`src/rtl/prog_loader.sv`:
```
// prog_loader: framed stream loader that writes program memory, checks an XOR checksum and gates the CPU
module prog_loader #(
   parameter int DATA_W  = 32,
   parameter int ADDR_W  = 11,
   parameter int COUNT_W = 8
) (
   input  logic              clk,
   input  logic              resetn,
   input  logic              start,
   input  logic              in_valid,
   output logic              in_ready,
   input  logic [DATA_W-1:0] in_data,
   output logic              w_enable,
   output logic [ADDR_W-1:0] w_adrs,
   output logic [DATA_W-1:0] w_instruction,
   output logic              cpu_en,
   output logic              busy,
   output logic              err,
   output logic [15:0]       words_written
);
   typedef enum logic [2:0] {IDLE, HDR, DATA, CSUM, RUN, ERR} state_t;
   state_t state_q, state_d;
   logic [ADDR_W-1:0]  addr_q, addr_d, w_adrs_q, w_adrs_d;
   logic [COUNT_W-1:0] rem_q, rem_d;
   logic [DATA_W-1:0]  csum_q, csum_d, w_instr_q, w_instr_d;
   logic [15:0]        ww_q, ww_d;
   logic               w_en_q, w_en_d, rdy_q, rdy_d, cpu_q, cpu_d, err_q, err_d;
   logic               acc;
   logic [COUNT_W-1:0] hdr_count;
   assign acc       = in_valid && rdy_q;
   assign hdr_count = in_data[DATA_W-1 -: COUNT_W];
   // next-state and next-output logic; outputs are derived from the next state so they come out registered
   always_comb begin
      state_d   = state_q;
      addr_d    = addr_q;
      rem_d     = rem_q;
      csum_d    = csum_q;
      ww_d      = ww_q;
      w_en_d    = 1'b0;
      w_adrs_d  = w_adrs_q;
      w_instr_d = w_instr_q;
      unique case (state_q)
         IDLE, RUN, ERR: if (start) begin
            state_d = HDR;
            csum_d  = '0;
            ww_d    = '0;
         end
         HDR: if (acc) begin
            if (hdr_count != '0) begin
               addr_d  = in_data[ADDR_W-1:0];
               rem_d   = hdr_count;
               state_d = DATA;
            end else begin
               state_d = CSUM;
            end
         end
         DATA: if (acc) begin
            w_en_d    = 1'b1;
            w_adrs_d  = addr_q;
            w_instr_d = in_data;
            csum_d    = csum_q ^ in_data;
            addr_d    = addr_q + ADDR_W'(1);
            rem_d     = rem_q - COUNT_W'(1);
            ww_d      = (&ww_q) ? ww_q : ww_q + 16'd1;
            state_d   = (rem_q == COUNT_W'(1)) ? HDR : DATA;
         end
         CSUM: if (acc) state_d = (in_data == csum_q) ? RUN : ERR;
         default: state_d = IDLE;
      endcase
      rdy_d = state_d inside {HDR, DATA, CSUM};
      cpu_d = state_d == RUN;
      err_d = state_d == ERR;
   end
   // state and output registers; reset aborts any session at once
   always_ff @(posedge clk or negedge resetn) begin
      if (!resetn) begin
         state_q   <= IDLE;
         addr_q    <= '0;
         rem_q     <= '0;
         csum_q    <= '0;
         ww_q      <= '0;
         w_en_q    <= 1'b0;
         w_adrs_q  <= '0;
         w_instr_q <= '0;
         rdy_q     <= 1'b0;
         cpu_q     <= 1'b0;
         err_q     <= 1'b0;
      end else begin
         state_q   <= state_d;
         addr_q    <= addr_d;
         rem_q     <= rem_d;
         csum_q    <= csum_d;
         ww_q      <= ww_d;
         w_en_q    <= w_en_d;
         w_adrs_q  <= w_adrs_d;
         w_instr_q <= w_instr_d;
         rdy_q     <= rdy_d;
         cpu_q     <= cpu_d;
         err_q     <= err_d;
      end
   end
   assign in_ready      = rdy_q;
   assign busy          = rdy_q;
   assign w_enable      = w_en_q;
   assign w_adrs        = w_adrs_q;
   assign w_instruction = w_instr_q;
   assign cpu_en        = cpu_q;
   assign err           = err_q;
   assign words_written = ww_q;
endmodule

```
`config.mk`:
```
export PLATFORM = sky130hd
export DESIGN_NAME = prog_loader
export DESIGN_NICKNAME = d
export VERILOG_FILES = /design/src/rtl/prog_loader.sv
export SDC_FILE = /design/constraint.sdc
export NUM_CORES = 1
export LEC_CHECK = 0
export CAP_MARGIN = 20
export CELL_PAD_IN_SITES_DETAIL_PLACEMENT = 2
export CELL_PAD_IN_SITES_GLOBAL_PLACEMENT = 2
export CORE_ASPECT_RATIO = 0.75
export CORE_MARGIN = 2
export CORE_UTILIZATION = 41
export DETAILED_ROUTE_END_ITERATION = 10
export DONT_BUFFER_PORTS = 1
export GPL_ROUTABILITY_DRIVEN = 0
export PLACE_DENSITY = 0.8
export SYNTH_ARGS = -nofsm -noshare
export SYNTH_HDL_FRONTEND = slang
export SYNTH_SLANG_ARGS = --single-unit
```
`constraint.sdc`:
```
create_clock -name clk -period 4.9 [get_ports clk]
set_input_delay 0.735 -clock clk [delete_from_list [all_inputs] [get_ports clk]]
set_output_delay 0.735 -clock clk [all_outputs]
set_load 0.01 [all_outputs]
```
==> parameters.txt, run 1 <==
Parameter                              Value

Clocking
  Root Buffer Master    clkbuf_16
  Total number of clock tree sinks    117
  Clock transition at path regs    0.06 ns
  Worst skew pair latency    0.43 ns
  Inserted Clock Buffers    17
  H-tree Lvls    4
  CTS max path bufs    2
  CTS resizes    0
  TritonCTS clock tree    yes

Power and ir drop
  Worst vdd rail ir drop    291 uV
  Sequential fraction of design power    0.426
  Power Density    663 nW/um2
  Leakage power of the design    2.95 nW
  Clock power share    0.309
  Switching share of power    0.381
  Total design power    4.25 mW
  Internal portion of total power    2.63 mW
  Gate power share    0.265
  Switching power    1.62 mW

Floorplanning
  Starting utilization of the core area    0.425
  Placeable core region    13200 um2
  Die height    105 um
  Floorplan die area    14600 um2
  Number of top-level design ports    100
  Number of rows in the core area    36
  Die Wd    139 um

Finish
  Layout cells sized above 1    0.0655
  Final std cells w/o fill    812
  Area delta synth->final    14.6%
  Number of diodes added for antenna fixing    0
  # nets final    669
  Most common cell after layout, fill and taps aside    nand2_1
  Highest-count cells in the layout ignoring fill and taps    nand2_1 (193), dfrtp_1 (117), o21ai_0 (88)

Global routing
  Global-route wire length before repair    29400 um
  Number of antenna violations at the first check in global routing    0
  Number of global-route vias before repair    5276
  GR Overflow Total    0
  Largest net degree at the start of global routing    62
  Overall Global Routing Usage    0.260

Route
  1st-pass router iterations    4
  Total number of vias    4772
  Remaining number of nets flagged by the antenna check after routing    0
  Drc violations    0
  Post-detailed-route wirelength per cell    22.3 um
  Via count normalized by instance count    5.88
  Number of design-rule violations left by the first detailed-router iteration    215
  DRT Wirelength    18100 um

Logic synthesis
  Gate count of the mapped netlist    634
  Count of synthesis-stage warnings from yosys    0
  Async set or reset register ratio after synthesis    1.00
  Number of enable flip-flop cells after synthesis    0
  Synth top area share    0.524
  Synth Area per Inst    8.82 um2
  Distinct cells, synth    50
  Cell taking the most area after synthesis    dfrtp_1
  Top flip-flop cell by instance count after synthesis    dfrtp_1
  Synth Net Count    674
  Sequential cell area fraction in the yosys report    0.524
  Leading cell types by total area after synthesis    dfrtp_1 (52%), nand2_1 (13%), o21ai_0 (7.9%)
  Flops & latches, synth    117
  Syn Std Cell Area    5590 um2

Outcome
  Status    complete, no violations

Worst setup path
  Startpoint Class    flip-flop
  Count of cells along the worst register-to-register path    6
  R2r startpoint    state_q[1]$_DFF_PN0_
  Endpoint of the lowest-slack register-to-register path    words_written[13]$_DFFE_PN0P_
  Worst setup EP type    flip-flop
  Data arrival at the endpoint of the critical path    3.38 ns
  Required time of the critical path    5.24 ns
  Biggest fanout along the worst timing path    35
  Crit path kind    flip-flop to flip-flop
  Setup slack of the worst register-to-register path    1.87 ns

Timing
  Final critical delay including setup and external delays    3.03 ns
  Max-slew violation count    0
  Final Hold Viols    0
  Endpoints failing setup    0
  Clock Skew    0.0101 ns
  Worst Tran Pin Value    0.933 ns
  Max-Slew Margin vs Limit    0.376
  WHS    0.135 ns
  RSZ-0062 raised after global routing    false
  Aggregate negative setup slack    0 ns
  Maximum clock frequency    330 MHz
  Final clock period utilization by the worst path    0.619
  Post-route setup slack    1.87 ns

Placed design
  Count of input and output buffers    0
  Total placed cells including tap cells    776
  HPWL after detailed placement    11600 um
  Post-Place Worst Slack    1.86 ns

Min path
  Hold crit path type    primary input to asynchronous set/reset pin

Job
  Max-cap violation count    0
## layout make-up
cell class / instances / area, um2
inverters: 6 / 22.5
clock inverters: 10 / 154
flip-flops and latches: 117 / 2930
fillers: 1414 / 6740
clock buffers: 21 / 460
multi-input cells: 478 / 2520
well taps: 171 / 214
repair buffers: 9 / 115
## how the worst max path moves through the flow
stage,from,endpoint,depth (start not counted)
floorplan,words_written[0]$_DFFE_PN0P_,words_written[10]$_DFFE_PN0P_,8
global placement,state_q[1]$_DFF_PN0_,words_written[13]$_DFFE_PN0P_,6
detailed placement,state_q[1]$_DFF_PN0_,words_written[13]$_DFFE_PN0P_,6
CTS,state_q[1]$_DFF_PN0_,words_written[13]$_DFFE_PN0P_,6
global route,state_q[1]$_DFF_PN0_,words_written[13]$_DFFE_PN0P_,6
finish,state_q[1]$_DFF_PN0_,words_written[13]$_DFFE_PN0P_,6
## power by group through the flow
| stage | Combinational (mW) | Clock, mW | Sequential [mW] |
|---|---|---|---|
| finish | 1.13 | 1.31 | 1.81 |
| global route | 1.30 | 1.37 | 1.87 |
| CTS | 1.14 | 1.33 | 1.81 |
| detailed placement | 1.08 | 0 | 1.82 |
| global placement | 0.996 | 0 | 1.79 |
| floorplan | 0.846 | 0 | 1.69 |
## logic make-up (layout without fill, tap and decap cells)
kind of cell               after synthesis  count (layout)  share of synthesized area
xor gates and xnor gates                36              36                     0.0564
AOI/OAI and AO/OA                      157             157                      0.166
buffers and inverters                   39              46                     0.0282
and+or+nand+nor                        281             281                      0.217
DFF                                    117             117                      0.524
adders and majority gates                4               4                    0.00895
## worst max-delay path, stage by stage (launching register included)
cell and delay (ns):
dfrtp_1 0.54, or3b_1 0.76, o22ai_4 0.32, buf_4 0.38
o2111ai_4 0.26, or4_1 0.51, a21oi_1 0.17
## synthesized netlist by cell type, types with 2 or more instances
cell type,instances
xnor2_1,4
and2_1,3
o21ai_1,4
dfrtp_1,117
o211ai_1,2
ha_1,4
a31oi_1,3
clkbuf_1,24
o31ai_1,7
nand2b_1,3
o2bb2ai_1,2
a22oi_1,2
a211oi_1,2
nand2_1,193
nor2_1,19
buf_1,2
nand3_1,13
buf_2,6
a21oi_1,25
a22o_1,2
or4_1,5
inv_1,5
and3_1,8
xor2_1,32
o21ai_0,88
or3_1,3
nor3_1,12
nor4_1,9
o22ai_1,5
nand4_1,6
a2bb2oi_1,5
## layer usage
metal / share of wire / vias up / GRT usage / routed length [um]
li1: - / 2179 / - / -
met5: 0 / - / 0 / 0
met2: 0.49 / 97 / 0.429 / 8910
met4: 0.0087 / 0 / 0.0664 / 157
met1: 0.45 / 2478 / 0.333 / 8100
met3: 0.053 / 18 / 0.0825 / 958
## sequential cells by signal, indices dropped and copies added, names as in the netlist, 3 cells and up
register,flops
state_q,3
words_written,16
w_adrs,11
addr_q,11
rem_q,8
csum_q,32
w_instruction,32
## metrics by stage
step                cell area, um2  utilization
floorplan                     5590            -
global placement              5710        0.434
finish                        6410        0.487
CTS                           6400        0.487
detailed placement            5710        0.434
global route                  6410        0.487
## repair_timing
action                    4_1_cts  5_1_grt
setup buffers                   0        0
hold endpoints to repair       42        0
hold buffers                    4        0
No activity file was read; power rests on OpenSTA's default activity.
==> run 2, diff against run 1 <==
- ABC_AREA: not set -> 1
- CORE_UTILIZATION: 41 -> 33
- PLACE_DENSITY: 0.8 -> 0.7
- clock period: 4.9 -> 2.6 ns (I/O delays scaled with it)
==> parameters.txt, run 2 <==
Parameter                              Value

Logic synthesis
  Distinct cells, synth    33 (was 50)
  Leading cell types by total area after synthesis    dfrtp_1 (52%), nand2_1 (14%), inv_1 (5.7%) (was dfrtp_1 (52%), nand2_1 (13%), o21ai_0 (7.9%))
  Flops & latches, synth    117 (unchanged)
  Synth Net Count    737 (was 674)
  Sequential cell area fraction in the yosys report    0.516 (was 0.524)
  Synth top area share    0.516 (was 0.524)
  Async set or reset register ratio after synthesis    1.00 (unchanged)
  Leading post-synthesis cells by instance count    nand2_1 (215), dfrtp_1 (117), inv_1 (86) (was nand2_1 (193), dfrtp_1 (117), o21ai_0 (88))
  Synth Area per Inst    8.14 um2 (was 8.82 um2)
  Gate count of the mapped netlist    697 (was 634)
  Count of synthesis-stage warnings from yosys    0 (unchanged)
  Number of enable flip-flop cells after synthesis    0 (unchanged)
  Syn Std Cell Area    5670 um2 (was 5590 um2)
  Most repeated cell in the gate-level netlist after synthesis    nand2_1 (unchanged)
  Top flip-flop cell by instance count after synthesis    dfrtp_1 (unchanged)
  Cell taking the most area after synthesis    dfrtp_1 (unchanged)

Finish
  Most common cell after layout, fill and taps aside    nand2_1 (unchanged)
  Multi-input gate area    2290 um2 (was 2520 um2)
  Area delta synth->final    14.3% (was 14.6%)
  # nets final    737 (was 669)
  Final std cells w/o fill    925 (was 812)
  Layout cells sized above 1    0.0634 (was 0.0655)
  Register area    2930 um2 (unchanged)
  Finished Core Util    0.385 (was 0.487)
  Highest-count cells in the layout ignoring fill and taps    nand2_1 (215), dfrtp_1 (117), inv_1 (86) (was nand2_1 (193), dfrtp_1 (117), o21ai_0 (88))
  Number of filler instances in the final layout    1883 (was 1414)
  Number of diodes added for antenna fixing    0 (unchanged)

Worst setup path
  Required time of the critical path    2.96 ns (was 5.24 ns)
  Crit path kind    flip-flop to flip-flop (unchanged)
  Origin of the worst setup path    words_written[1]$_DFFE_PN0P_ (was state_q[1]$_DFF_PN0_)
  Worst path cell trace    ha_1 -> nand2_1 -> nor2_1 -> nand2_1 -> o21ai_1 -> a21oi_4 -> inv_2 -> nand2_1 -> nand2_1 (was or3b_1 -> o22ai_4 -> buf_4 -> o2111ai_4 -> or4_1 -> a21oi_1)
  Worst setup EP type    flip-flop (unchanged)
  Slowest cell delay on critical path    0.46 ns (was 0.76 ns)
  Slowest CP cell    dfrtp_1 (was or3b_1)
  Startpoint Class    flip-flop (unchanged)
  Data arrival at the endpoint of the critical path    2.54 ns (was 3.38 ns)
  Endpoint of the lowest-slack register-to-register path    words_written[6]$_DFFE_PN0P_ (was words_written[13]$_DFFE_PN0P_)
  Setup slack of the worst register-to-register path    0.42 ns (was 1.87 ns)
  Most numerous cell on the critical path    nand2_1
  R2r startpoint    words_written[1]$_DFFE_PN0P_ (was state_q[1]$_DFF_PN0_)
  Biggest fanout along the worst timing path    16 (was 35)
  Count of cells along the worst register-to-register path    9 (was 6)

Outcome
  Violated checks    negative hold slack
  Status    finished with violations (was complete, no violations)

Placed design
  Total placed cells including tap cells    893 (was 776)
  Count of input and output buffers    0 (unchanged)
  HPWL after detailed placement    12200 um (was 11600 um)

Timing
  WHS    -0.341 ns (was 0.135 ns)
  RSZ-0062 raised after global routing    false (unchanged)
  Final clock period utilization by the worst path    0.837 (was 0.619)
  Final critical delay including setup and external delays    2.18 ns (was 3.03 ns)
  Max-slew violation count    0 (unchanged)
  Clock Skew    0.00706 ns (was 0.0101 ns)
  Aggregate negative setup slack    0 ns (unchanged)
  Maximum clock frequency    459 MHz (was 330 MHz)
  Max-Slew Margin vs Limit    0.415 (was 0.376)
  Worst Tran Pin Value    0.878 ns (was 0.933 ns)
  Final Hold Viols    117 (was 0)
  Endpoints failing setup    0 (unchanged)

Clocking
  CTS resizes    0 (unchanged)
  Total number of clock tree sinks    117 (unchanged)
  Clock transition at path regs    0.06 ns (about the same)
  Post CTS Setup Buffer Count    0 (unchanged)
  Inserted Clock Buffers    17 (unchanged)
  Root Buffer Master    clkbuf_16 (unchanged)
  TritonCTS clock tree    yes (unchanged)
  CTS max path bufs    2 (unchanged)
  H-tree Lvls    4 (unchanged)
  Worst skew pair latency    0.43 ns (about the same)

Power and ir drop
  Clock power share    0.306 (was 0.309)
  Leakage power of the design    3.13 nW (was 2.95 nW)
  Power Density    1230 nW/um2 (was 663 nW/um2)
  Gate power share    0.293 (was 0.265)
  Worst vdd rail ir drop    457 uV (was 291 uV)
  Switching share of power    0.387 (was 0.381)
  Internal portion of total power    4.89 mW (was 2.63 mW)
  Sequential fraction of design power    0.402 (was 0.426)
  Switching power    3.09 mW (was 1.62 mW)

Floorplanning
  Number of top-level design ports    100 (unchanged)
  Number of rows in the core area    41 (was 36)
  Placeable core region    16800 um2 (was 13200 um2)
  Floorplan die area    18300 um2 (was 14600 um2)
  Die height    118 um (was 105 um)
  Starting utilization of the core area    0.337 (was 0.425)
  Die Wd    155 um (was 139 um)

Route
  Remaining number of nets flagged by the antenna check after routing    0 (unchanged)
  Post-detailed-route wirelength per cell    19.0 um (was 22.3 um)
  Via count normalized by instance count    5.10 (was 5.88)
  Total number of vias    4720 (was 4772)
  Drc violations    0 (unchanged)
  DRT Wirelength    17600 um (was 18100 um)
  1st-pass router iterations    4 (unchanged)
  Number of design-rule violations left by the first detailed-router iteration    196 (was 215)

Global routing
  Global-route wire length before repair    28700 um (was 29400 um)
  Largest net degree at the start of global routing    118 (was 62)
  GR Overflow Total    0 (unchanged)
  Number of global-route vias before repair    5241 (was 5276)
  Number of antenna violations at the first check in global routing    0 (unchanged)
  Overall Global Routing Usage    0.203 (was 0.260)

Min path
  Hold crit path type    primary input to asynchronous set/reset pin (unchanged)

Job
  Max-cap violation count    0 (unchanged)
[run 2: cell types whose count changed after synthesis, sizes merged, moves of 5 or more]
cell	before	now
and3	8	0
o31ai	7	0
nor4	9	1
o21ai	92	65
or4	5	0
nand2	193	217
nand3	13	21
xor2	32	17
xnor2	4	21
o22ai	6	32
inv	5	89
nor2	19	41
a21oi	25	16
clkbuf	24	16
[run 2: cells by family after synthesis]
logic type               synth area share
AO/OA/AOI/OAI                       0.123
XOR/XNOR                           0.0587
adder cells (fa/ha/maj)           0.00882
buffers and inverters              0.0818
flip-flops                          0.516
multiplexers                      0.00176
AND/OR/NAND/NOR                     0.210
[run 2: layout make-up]
type	count	share of cell area
flip-flops and latches	117	0.452
multi-input cells	463	0.353
clock buffers	20	0.0674
inverters	90	0.0521
well taps	215	0.0415
clock inverters	12	0.0247
repair buffers	8	0.00927
[run 2: power by group through the flow]
stage	Clock [mW]	Sequential [mW]	Combinational, mW
5_1_grt	2.57	3.30	2.69
6_report	2.44	3.21	2.34
3_5_place_dp	0	3.24	2.33
3_3_place_gp	0	3.20	2.15
2_1_floorplan	0	3.06	1.75
4_1_cts	2.49	3.23	2.38
[run 2: how the worst max path moves through the flow]
stage | slack (ns) | end
6_report | 0.42 | words_written[6]$_DFFE_PN0P_
5_1_grt | 0.21 | words_written[6]$_DFFE_PN0P_
4_1_cts | 0.40 | words_written[6]$_DFFE_PN0P_
3_3_place_gp | 0.56 | words_written[4]$_DFFE_PN0P_
2_1_floorplan | 0.89 | words_written[14]$_DFFE_PN0P_
3_5_place_dp | 0.41 | words_written[3]$_DFFE_PN0P_
[run 2: critical path: cells and delay by family (launching register included)]
| kind | cells | cell delay, ns |
|---|---|---|
| simple gates | 5 | 0.69 |
| flops | 1 | 0.46 |
| compound gates | 2 | 0.45 |
| buf+inv | 1 | 0.26 |
| fa+ha+maj | 1 | 0.25 |
[run 2: layer usage]
metal	global-route usage	vias to the layer above	share of wire
met3	0.0545	18	0.052
li1	-	2214	-
met1	0.269	2407	0.46
met4	0.0642	0	0.012
met2	0.326	81	0.48
met5	0	-	0
[run 2: metrics by stage]
stage | power, mW | setup slack (ns) | hold slack, ns | instance area (um2)
2_1_floorplan | 4.81 | 0.894 | 0.0944 | 5670
3_3_place_gp | 5.36 | 0.557 | 0.0990 | 5880
3_5_place_dp | 5.57 | 0.410 | 0.0996 | 5880
4_1_cts | 8.09 | 0.395 | -0.356 | 6480
5_1_grt | 8.56 | 0.212 | -0.359 | 6480
6_report | 7.98 | 0.423 | -0.341 | 6480
